## src/rtl/mc_ctrl_unit_if.sv

```systemverilog
// Control-unit <-> datapath bundle: latched opcode and ALU flags in, decoded controls out.
// Purely combinational wiring; no storage.
// No flow control: the datapath consumes the controls every cycle.
interface mc_ctrl_unit_if;
  logic [5:0] opcode;
  logic       zero;
  logic       sign;
  logic [2:0] state;
  logic [2:0] ALUOp;
  logic       PCWre;
  logic       IRWre;
  logic       InsMemRW;
  logic       RegWre;
  logic       ALUSrcA;
  logic       ALUSrcB;
  logic       ExtSel;
  logic       mRD;
  logic       mWR;
  logic       DBDataSrc;
  logic       WrRegDSrc;
  logic [1:0] RegDst;
  logic [1:0] PCSrc;

  // Control unit side
  modport master (
    input  opcode, zero, sign,
    output state, ALUOp, PCWre, IRWre, InsMemRW, RegWre, ALUSrcA, ALUSrcB,
           ExtSel, mRD, mWR, DBDataSrc, WrRegDSrc, RegDst, PCSrc
  );

  // Datapath side
  modport slave (
    output opcode, zero, sign,
    input  state, ALUOp, PCWre, IRWre, InsMemRW, RegWre, ALUSrcA, ALUSrcB,
           ExtSel, mRD, mWR, DBDataSrc, WrRegDSrc, RegDst, PCSrc
  );
endinterface

```

## src/rtl/mc_ctrl_unit.sv

```systemverilog
// Multi-cycle control unit: instruction-phase FSM plus opcode decode for the datapath.
// Latency: 2 (jump/nop), 3 (branch), 4 (sw, ALU op), 5 (lw) cycles from IF; outputs are Moore except branch PCSrc.
// No backpressure; halt parks the FSM until the synchronous active-low reset.
module mc_ctrl_unit (
  input  logic          CLK,
  input  logic          RST,
  mc_ctrl_unit_if.master bus
);

  typedef enum logic [2:0] {
    S_IF     = 3'b000,
    S_ID     = 3'b001,
    S_EXE_LS = 3'b010,
    S_MEM    = 3'b011,
    S_WB_LD  = 3'b100,
    S_EXE_BR = 3'b101,
    S_EXE_AL = 3'b110,
    S_WB_AL  = 3'b111
  } state_t;

  localparam logic [5:0] OP_ADD   = 6'b000000;
  localparam logic [5:0] OP_SUB   = 6'b000001;
  localparam logic [5:0] OP_ADDIU = 6'b000010;
  localparam logic [5:0] OP_AND   = 6'b010000;
  localparam logic [5:0] OP_ANDI  = 6'b010001;
  localparam logic [5:0] OP_ORI   = 6'b010010;
  localparam logic [5:0] OP_XORI  = 6'b010011;
  localparam logic [5:0] OP_SLL   = 6'b011000;
  localparam logic [5:0] OP_SLTI  = 6'b100110;
  localparam logic [5:0] OP_SLT   = 6'b100111;
  localparam logic [5:0] OP_SW    = 6'b110000;
  localparam logic [5:0] OP_LW    = 6'b110001;
  localparam logic [5:0] OP_BEQ   = 6'b110100;
  localparam logic [5:0] OP_BNE   = 6'b110101;
  localparam logic [5:0] OP_BLTZ  = 6'b110110;
  localparam logic [5:0] OP_J     = 6'b111000;
  localparam logic [5:0] OP_JR    = 6'b111001;
  localparam logic [5:0] OP_JAL   = 6'b111010;
  localparam logic [5:0] OP_HALT  = 6'b111111;

  state_t     r_state;
  state_t     w_next_state;
  logic       r_halted;
  logic       w_next_halted;

  logic       w_is_alu;
  logic       w_is_rtype;
  logic       w_is_ls;
  logic       w_is_br;
  logic       w_is_halt;
  logic [2:0] w_alu_op;
  logic       w_src_a;
  logic       w_src_b;
  logic       w_ext;
  logic       w_br_taken;

  // State and halted flag; reset wins over every transition, including halt
  always_ff @(posedge CLK) begin
    if (!RST) begin
      r_state  <= S_IF;
      r_halted <= 1'b0;
    end else begin
      r_state  <= w_next_state;
      r_halted <= w_next_halted;
    end
  end

  // Opcode classification and per-instruction operand/ALU controls
  always_comb begin
    w_is_alu   = 1'b0;
    w_is_rtype = 1'b0;
    w_is_ls    = 1'b0;
    w_is_br    = 1'b0;
    w_is_halt  = 1'b0;
    w_alu_op   = 3'b000;
    w_src_a    = 1'b0;
    w_src_b    = 1'b0;
    w_ext      = 1'b0;
    case (bus.opcode)
      OP_ADD:   begin w_is_alu = 1'b1; w_is_rtype = 1'b1; end
      OP_SUB:   begin w_is_alu = 1'b1; w_is_rtype = 1'b1; w_alu_op = 3'b001; end
      OP_ADDIU: begin w_is_alu = 1'b1; w_src_b = 1'b1; w_ext = 1'b1; end
      OP_AND:   begin w_is_alu = 1'b1; w_is_rtype = 1'b1; w_alu_op = 3'b100; end
      OP_ANDI:  begin w_is_alu = 1'b1; w_src_b = 1'b1; w_alu_op = 3'b100; end
      OP_ORI:   begin w_is_alu = 1'b1; w_src_b = 1'b1; w_alu_op = 3'b011; end
      OP_XORI:  begin w_is_alu = 1'b1; w_src_b = 1'b1; w_alu_op = 3'b111; end
      OP_SLL:   begin w_is_alu = 1'b1; w_is_rtype = 1'b1; w_src_a = 1'b1; w_alu_op = 3'b010; end
      OP_SLTI:  begin w_is_alu = 1'b1; w_src_b = 1'b1; w_ext = 1'b1; w_alu_op = 3'b110; end
      OP_SLT:   begin w_is_alu = 1'b1; w_is_rtype = 1'b1; w_alu_op = 3'b110; end
      OP_SW,
      OP_LW:    begin w_is_ls = 1'b1; w_src_b = 1'b1; w_ext = 1'b1; end
      OP_BEQ,
      OP_BNE,
      OP_BLTZ:  begin w_is_br = 1'b1; w_ext = 1'b1; w_alu_op = 3'b001; end
      OP_HALT:  w_is_halt = 1'b1;
      default:  ;
    endcase
  end

  // Branch resolution from the ALU flags (only consumed in EXE_BR)
  always_comb begin
    w_br_taken = 1'b0;
    case (bus.opcode)
      OP_BEQ:  w_br_taken = bus.zero;
      OP_BNE:  w_br_taken = ~bus.zero;
      OP_BLTZ: w_br_taken = bus.sign;
      default: w_br_taken = 1'b0;
    endcase
  end

  // Next-state logic; once halted the FSM stays put
  always_comb begin
    w_next_state  = r_state;
    w_next_halted = r_halted;
    if (!r_halted) begin
      case (r_state)
        S_IF: w_next_state = S_ID;
        S_ID: begin
          if (w_is_halt) begin
            w_next_state  = S_ID;
            w_next_halted = 1'b1;
          end else if (w_is_br) begin
            w_next_state = S_EXE_BR;
          end else if (w_is_ls) begin
            w_next_state = S_EXE_LS;
          end else if (w_is_alu) begin
            w_next_state = S_EXE_AL;
          end else begin
            w_next_state = S_IF;
          end
        end
        S_EXE_LS: w_next_state = S_MEM;
        S_MEM:    w_next_state = (bus.opcode == OP_LW) ? S_WB_LD : S_IF;
        S_WB_LD:  w_next_state = S_IF;
        S_EXE_BR: w_next_state = S_IF;
        S_EXE_AL: w_next_state = S_WB_AL;
        S_WB_AL:  w_next_state = S_IF;
        default:  w_next_state = S_IF;
      endcase
    end
  end

  // Datapath controls; ALU/operand selects are held from ID to the end of the instruction
  always_comb begin
    bus.state     = r_state;
    bus.ALUOp     = 3'b000;
    bus.PCWre     = 1'b0;
    bus.IRWre     = 1'b0;
    bus.InsMemRW  = 1'b0;
    bus.RegWre    = 1'b0;
    bus.ALUSrcA   = 1'b0;
    bus.ALUSrcB   = 1'b0;
    bus.ExtSel    = 1'b0;
    bus.mRD       = 1'b0;
    bus.mWR       = 1'b0;
    bus.DBDataSrc = 1'b0;
    bus.WrRegDSrc = 1'b0;
    bus.RegDst    = 2'b00;
    bus.PCSrc     = 2'b00;
    if (!r_halted) begin
      if (r_state == S_IF) begin
        bus.IRWre    = 1'b1;
        bus.InsMemRW = 1'b1;
      end else begin
        bus.ALUOp   = w_alu_op;
        bus.ALUSrcA = w_src_a;
        bus.ALUSrcB = w_src_b;
        bus.ExtSel  = w_ext;
        case (r_state)
          S_ID: begin
            if (bus.opcode == OP_J) begin
              bus.PCWre = 1'b1;
              bus.PCSrc = 2'b11;
            end else if (bus.opcode == OP_JR) begin
              bus.PCWre = 1'b1;
              bus.PCSrc = 2'b10;
            end else if (bus.opcode == OP_JAL) begin
              bus.PCWre     = 1'b1;
              bus.PCSrc     = 2'b11;
              bus.RegWre    = 1'b1;
              bus.RegDst    = 2'b00;
              bus.WrRegDSrc = 1'b0;
            end else if (!(w_is_alu || w_is_ls || w_is_br || w_is_halt)) begin
              bus.PCWre = 1'b1;
              bus.PCSrc = 2'b00;
            end
          end
          S_EXE_BR: begin
            bus.PCWre = 1'b1;
            bus.PCSrc = w_br_taken ? 2'b01 : 2'b00;
          end
          S_MEM: begin
            if (bus.opcode == OP_LW) begin
              bus.mRD = 1'b1;
            end else begin
              bus.mWR   = 1'b1;
              bus.PCWre = 1'b1;
            end
          end
          S_WB_LD: begin
            bus.RegWre    = 1'b1;
            bus.RegDst    = 2'b01;
            bus.DBDataSrc = 1'b1;
            bus.WrRegDSrc = 1'b1;
            bus.PCWre     = 1'b1;
          end
          S_WB_AL: begin
            bus.RegWre    = 1'b1;
            bus.WrRegDSrc = 1'b1;
            bus.RegDst    = w_is_rtype ? 2'b10 : 2'b01;
            bus.PCWre     = 1'b1;
          end
          default: ;
        endcase
      end
    end
  end

endmodule

```

## src/flat_wrapper.sv

```systemverilog
// flat-port wrapper written by rule: the top's interface ports become plain ports
module mc_ctrl_unit_flat 
  (CLK, RST, bus_opcode, bus_zero, bus_sign, bus_state, bus_ALUOp, bus_PCWre, bus_IRWre, bus_InsMemRW, bus_RegWre, bus_ALUSrcA, bus_ALUSrcB, bus_ExtSel, bus_mRD, bus_mWR, bus_DBDataSrc, bus_WrRegDSrc, bus_RegDst, bus_PCSrc);
  mc_ctrl_unit_if bus_i ();
  input  logic CLK;
  input  logic RST;
  input wire logic [$bits(bus_i.opcode)-1:0] bus_opcode;
  input wire logic [$bits(bus_i.zero)-1:0] bus_zero;
  input wire logic [$bits(bus_i.sign)-1:0] bus_sign;
  output wire logic [$bits(bus_i.state)-1:0] bus_state;
  output wire logic [$bits(bus_i.ALUOp)-1:0] bus_ALUOp;
  output wire logic [$bits(bus_i.PCWre)-1:0] bus_PCWre;
  output wire logic [$bits(bus_i.IRWre)-1:0] bus_IRWre;
  output wire logic [$bits(bus_i.InsMemRW)-1:0] bus_InsMemRW;
  output wire logic [$bits(bus_i.RegWre)-1:0] bus_RegWre;
  output wire logic [$bits(bus_i.ALUSrcA)-1:0] bus_ALUSrcA;
  output wire logic [$bits(bus_i.ALUSrcB)-1:0] bus_ALUSrcB;
  output wire logic [$bits(bus_i.ExtSel)-1:0] bus_ExtSel;
  output wire logic [$bits(bus_i.mRD)-1:0] bus_mRD;
  output wire logic [$bits(bus_i.mWR)-1:0] bus_mWR;
  output wire logic [$bits(bus_i.DBDataSrc)-1:0] bus_DBDataSrc;
  output wire logic [$bits(bus_i.WrRegDSrc)-1:0] bus_WrRegDSrc;
  output wire logic [$bits(bus_i.RegDst)-1:0] bus_RegDst;
  output wire logic [$bits(bus_i.PCSrc)-1:0] bus_PCSrc;
  assign bus_i.opcode = bus_opcode;
  assign bus_i.zero = bus_zero;
  assign bus_i.sign = bus_sign;
  assign bus_state = bus_i.state;
  assign bus_ALUOp = bus_i.ALUOp;
  assign bus_PCWre = bus_i.PCWre;
  assign bus_IRWre = bus_i.IRWre;
  assign bus_InsMemRW = bus_i.InsMemRW;
  assign bus_RegWre = bus_i.RegWre;
  assign bus_ALUSrcA = bus_i.ALUSrcA;
  assign bus_ALUSrcB = bus_i.ALUSrcB;
  assign bus_ExtSel = bus_i.ExtSel;
  assign bus_mRD = bus_i.mRD;
  assign bus_mWR = bus_i.mWR;
  assign bus_DBDataSrc = bus_i.DBDataSrc;
  assign bus_WrRegDSrc = bus_i.WrRegDSrc;
  assign bus_RegDst = bus_i.RegDst;
  assign bus_PCSrc = bus_i.PCSrc;
  mc_ctrl_unit u_core (.CLK(CLK), .RST(RST), .bus(bus_i));
endmodule
```

## config.mk

```make
export PLATFORM = sky130hd
export DESIGN_NAME = mc_ctrl_unit_flat
export DESIGN_NICKNAME = d
export VERILOG_FILES = /design/src/rtl/mc_ctrl_unit_if.sv /design/src/rtl/mc_ctrl_unit.sv /design/src/flat_wrapper.sv
export SDC_FILE = /design/constraint.sdc
export NUM_CORES = 1
export LEC_CHECK = 0
export CAP_MARGIN = 0
export CORE_AREA = 5 5 49 51
export DETAILED_ROUTE_END_ITERATION = 10
export DIE_AREA = 0 0 54 56
export PLACE_DENSITY = 0.76
export SYNTH_ARGS = -nofsm -noshare
export SYNTH_HDL_FRONTEND = slang
export SYNTH_SLANG_ARGS = --single-unit
```

## constraint.sdc

```tcl
create_clock -name CLK -period 4.8 [get_ports CLK]
set_input_delay 1.44 -clock CLK [delete_from_list [all_inputs] [get_ports CLK]]
set_output_delay 1.44 -clock CLK [all_outputs]
set_load 0.05 [all_outputs]
```

======== Yosys cells after proc, flatten, opt, wreduce, memory -nomap -nowiden ========
Cells that the tools add are included.
word-level totals
  register bits ........................... 4
  output and inout bits ................... 21
  word-level logic and storage cells ...... 111
  input port bits ......................... 10
operators by class
  multiplexer cells ....................... 67
  reduce and logical (&&, ||, !) cells .... 16
  eq/ne operators ......................... 25
  bitwise logic cells ..................... 1
operator list
  operator                                        count
  == test 6 bit (second input constant)           11
  two-way mux 1 bit                               45
  case mux 3 bit (6 select lines)                 2
  == test 6 x 5 -> 1 bit (second input constant)  5
  two-way mux 3 bit                               7
  two-way mux 2 bit                               8
  OR reduction 7 bit                              2
  == test 3 bit (second input constant)           4
  OR reduction 10 bit                             1
  case mux 2 bit (2 select lines)                 2
  OR reduction 2 bit                              4
  == test 3 x 2 -> 1 bit (second input constant)  2
  == test 6 x 1 -> 1 bit (second input constant)  1
  == test 6 x 2 -> 1 bit (second input constant)  1
  logical NOT 6 bit                               1
  case mux 1 bit (3 select lines)                 2
  OR reduction 3 bit                              2
  OR reduction 5 bit                              1
  OR reduction 4 bit                              1
  == test 3 x 1 -> 1 bit (second input constant)  1
  logical NOT 3 bit                               1
  logical OR 1 bit                                3
  case mux 1 bit (2 select lines)                 1
  inverter 1 bit                                  1

======== Logic depth before layout (Yosys ltp) ========
  depth in word-level cells ............... 13
  gate-level depth with buffers ........... 6
  depth with buffers taken out ............ 4

======== Least setup slack after synthesis ========
No wires, ideal clock.
  path type ............................... input -> output
  from .................................... input bus_opcode[4]
  to ...................................... output bus_RegDst[1]
  buffers on the path ..................... 1
  required time ........................... 3.360 ns
  arrival time ............................ 3.653 ns
  cell stages on the path ................. 4
  setup slack ............................. -0.293 ns
  cell sequence ........................... buf_2 > nand4b_1 > a2bb2oi_1 > nor4b_1
on the way
  longest elaborated chain between the ends .. 7
  elaborated cells between the ends (all ways) .. 11
  those cells by class .................... eq/ne (4); mux (5); reduce/logical (2)
RTL lines
  what                                            line                 source
  from (decl)                                     flat_wrapper.sv:7    input wire logic [$bits(bus_i.opcode)-1:0] bus_opcode;
  == test 6 x 1 -> 1 bit (tied with other cells)  mc_ctrl_unit.sv:79   case (bus.opcode)
  OR reduction 5 bit (no line) *                  --
  two-way mux 1 bit *                             mc_ctrl_unit.sv:79
  two-way mux 2 bit *                             mc_ctrl_unit.sv:210  bus.RegDst = w_is_rtype ? 2'b10 : 2'b01;
  case mux 2 bit (2 select lines) *               mc_ctrl_unit.sv:169  case (r_state)
  two-way mux 2 bit *                             mc_ctrl_unit.sv:161  if (r_state == S_IF) begin
  two-way mux 2 bit *                             mc_ctrl_unit.sv:160  if (!r_halted) begin
  to (decl)                                       flat_wrapper.sv:23   output wire logic [$bits(bus_i.RegDst)-1:0] bus_RegDst;
Every way passes the cells marked *; elsewhere a longest branch is shown, timed or not.

======== Final worst setup path ========
  from .................................... input bus_opcode[1]
  to ...................................... output bus_PCSrc[0]
on the way
  longest elaborated chain between the ends .. 7
  elaborated cells between the ends (all ways) .. 14
  those cells by class .................... eq/ne (6); mux (8)
RTL lines
  what                               line                 source
  == test 6 bit                      mc_ctrl_unit.sv:177  end else if (bus.opcode == OP_JAL) begin
  two-way mux 2 bit                  mc_ctrl_unit.sv:177
  two-way mux 2 bit                  mc_ctrl_unit.sv:174  end else if (bus.opcode == OP_JR) begin
  two-way mux 2 bit                  mc_ctrl_unit.sv:171  if (bus.opcode == OP_J) begin
  case mux 2 bit (2 select lines) *  mc_ctrl_unit.sv:169
  two-way mux 2 bit *                mc_ctrl_unit.sv:161
  two-way mux 2 bit *                mc_ctrl_unit.sv:160
  to (decl)                          flat_wrapper.sv:24   output wire logic [$bits(bus_i.PCSrc)-1:0] bus_PCSrc;
Marks and branches as above.

==> flow_summary_export.csv <==
group,metric,value,unit
critical_path,critPathRequiredTime,3360,ps
global_route,grt_max_degree,20,
sta,period_share,0.963,
power,ir_drop,0.172,mV
clock_tree,numCtsBuffers,3,
clock_tree,clockRootBuffer,"clkbuf_4",
synthesis,netlist.top_cell.by_area,"dfxtp_1",
sta,fmax,0.216,GHz
synthesis,yosysSeqAreaShare,0.105,
synthesis,syn_area,763,um2
critical_path,arrival,3180,ps
floorplanning,ioPinCount,31,
power,p_per_area,151,nW/um2
synthesis,synth-edff-count,0,
critical_path,crit_chain,"clkdlybuf4s50_1 > buf_4 > nand2b_1 > o22ai_1 > a31oi_1 > nor3_1 > buf_12",
synthesis,synth_nets,129,
global_route,grt_use_total,0.164,
clock_tree,htreeDepth,1,
critical_path,worstSetupStartpoint,"bus_opcode[1]",
detailed_routing,vias,1021,
floorplanning,fp.dieW,54,um
sta,finalSetupTns,0,ps
global_route,use_met3,0.00804,
detailed_routing,wire_per_inst,13.9,um
place,port_buffers,30,
floorplanning,die_area,3020,um2
clock_tree,clk_latency,240,ps
power,finalPower,0.189,mW
critical_path,endpoint_kind,"primary output",
floorplanning,coreArea,1900,um2
place,gp_congestion,0.880,
synthesis,ys_seq_elements,4,
critical_path,critical_path.startpoint_type,"input pin",
global_route,antenna_found_initial,0,
floorplanning,start_util,0.401,
sta,hold_viol_final,0,
detailed_routing,drt_iter0_drc,51,
sta,max_slew_margin,0.604,
clock_tree,cts_setup_buffers,0,
worst_hold_path,holdPathStages,2,
synthesis,synthArstFlopShare,0,
floorplanning,fp-row-count,16,
global_route,grt-busiest-layer,"met2",
clock_tree,cts.path.max_buffers,2,
synthesis,synth_top_area_share,0.105,
global_route,grt_pass1_vias,901,
critical_path,critPathMaxStageDelay,630,ps
clock_tree,cts.sinks,4,
floorplanning,fp.dieH,56,um
detailed_routing,drc,0,
detailed_routing,ant_nets,0,
detailed_routing,firstDrtPassIters,4,
finish,drive_gt1_frac,0.216,
worst_hold_path,min_from,"u_core.bus.state[2]",
run_status,outcome,"complete, no violations",
power,p_leak,0.464,nW
sta,skew,8.31,ps
synthesis,synth_ff_type,"dfxtp_1",
clock_tree,tritoncts,"done",
synthesis,synth.area.top_cells,"dfxtp_1 10%, nor3_1 6.6%, nor2b_1 5.7%",
critical_path,reg2reg_depth,3,
synthesis,syn_inst,119,
synthesis,synth_common_cells,"10 x nor2_1, 10 x nor3_1, 8 x buf_2, 8 x nand2_1, 7 x nor2b_1",
worst_hold_path,holdPathEnd,"u_core.bus.state[0]",
global_route,grt_use_met1,0.216,
global_route,grt-ovfl-total,0,
critical_path,cp_num_buf_inv,3,
sta,worst_pin_slew,593,ps
sta,period_minus_slack,4620,ps
finish,syn_to_final_growth,63.3,%
sta,rsz0062_at_grt,"false",
job,drv_cap,0,
critical_path,critPathMaxFanout,8,
clock_tree,clk_pin_slew_worst_paths,40,ps
finish,finalNetCount,160,
critical_path,slowest_stage,"clkdlybuf4s50_1",
critical_path,rr_endpoint,"u_core.bus.state[2]",
critical_path,r2r-start,"u_core.bus.state[1]",
critical_path,r2r_slack,3350,ps
synthesis,ys_warn_count,0,
critical_path,cp_top_family,"buffers and inverters",
global_route,grt_pass1_wl,3900,um
synthesis,avgSynthCellArea,6.41,um2
place,post-dp-hpwl,1910,um
global_route,grt_use_met2,0.272,
critical_path,critPathKind,"input pin to primary output",
finish,num_antenna_cells,0,
sta,setup_violations,0,
worst_hold_path,hp-class,"flip-flop to flip-flop",
detailed_routing,wl,2440,um
detailed_routing,vias_per_cell,5.83,
sta,slew_violations,0,
synthesis,synthDistinctLibCells,40,
[placed cells by master (no fill, tap or decap), drive strengths merged, types with 2 or more instances in the layout]
master and instances:
a211oi 3, a21boi 2, a21oi 6, and2 5, and3 2, buf 22, clkbuf 3, clkdlybuf4s50 15
dfxtp 4, inv 4, nand2 8, nand2b 5, nand3 3, nand4b 2, nor2 10, nor2b 7
nor3 10, nor3b 2, nor4 3, o21ai 6, o22ai 6
[routing by layer]
| layer | routed length, um | up-vias |
|---|---|---|
| met1 | 985 | 475 |
| met4 | 31 | 0 |
| li1 | - | 496 |
| met2 | 1260 | 46 |
| met3 | 159 | 4 |
| met5 | 0 | - |
[worst reg2reg max path, stage by stage (launching register included)]
cell and delay (ps):
dfxtp_1 680, nor3_1 190, and2_1 220, a32o_1 250
[power breakdown]
part | switching (mW) | leakage (nW) | internal, mW
clock network | 0.0149 | 0.0138 | 0.0280
logic | 0.0617 | 0.418 | 0.0442
registers | 0.00476 | 0.0327 | 0.0349
total | 0.0814 | 0.464 | 0.107
[area by class of cell]
cell class	instances	area [um2]
repair buffers	38	478
clock buffers	3	22.5
inverters	4	15.0
fillers	146	656
well taps	27	33.8
multi-input cells	99	617
flip-flops and latches	4	80.1
[sequential cells by signal (all words and copies together) (netlist names)]
name / count
u_core.r_halted: 1
u_core.bus.state: 3
[worst max path at each step]
stage | depth (start not counted) | to | slack [ps]
detailed placement | 6 | bus_RegWre | 120
CTS | 6 | bus_RegWre | 110
global route | 7 | bus_ALUOp[0] | 60
floorplan | 5 | bus_RegWre | 120
finish | 7 | bus_PCSrc[0] | 180
global placement | 6 | bus_PCWre | 170
[repair_timing]
action	in CTS	in global routing
setup endpoints to repair	0	3
hold buffers	0	0
gates resized for setup	0	3
endpoints found under the hold margin	0	0
[cell families after synthesis]
group,Yosys count,share of synthesized area
flops,4,0.105
xor+xnor,1,0.0115
buf+inv,16,0.102
mux,2,0.0279
compound gates,34,0.302
simple gates,62,0.452
[through the flow]
| step | hold slack [ps] | cell area [um2] | utilization | setup slack [ps] | instances |
|---|---|---|---|---|---|
| 6_report | 698 | 1250 | 0.655 | 175 | 175 |
| 2_1_floorplan | 609 | 769 | - | 119 | 119 |
| 3_3_place_gp | 677 | 1220 | 0.639 | 168 | 172 |
| 4_1_cts | 697 | 1240 | 0.651 | 114 | 175 |
| 5_1_grt | 735 | 1250 | 0.655 | 63.5 | 175 |
| 3_5_place_dp | 693 | 1220 | 0.639 | 121 | 172 |
No activity file was read; power rests on OpenSTA's default activity.
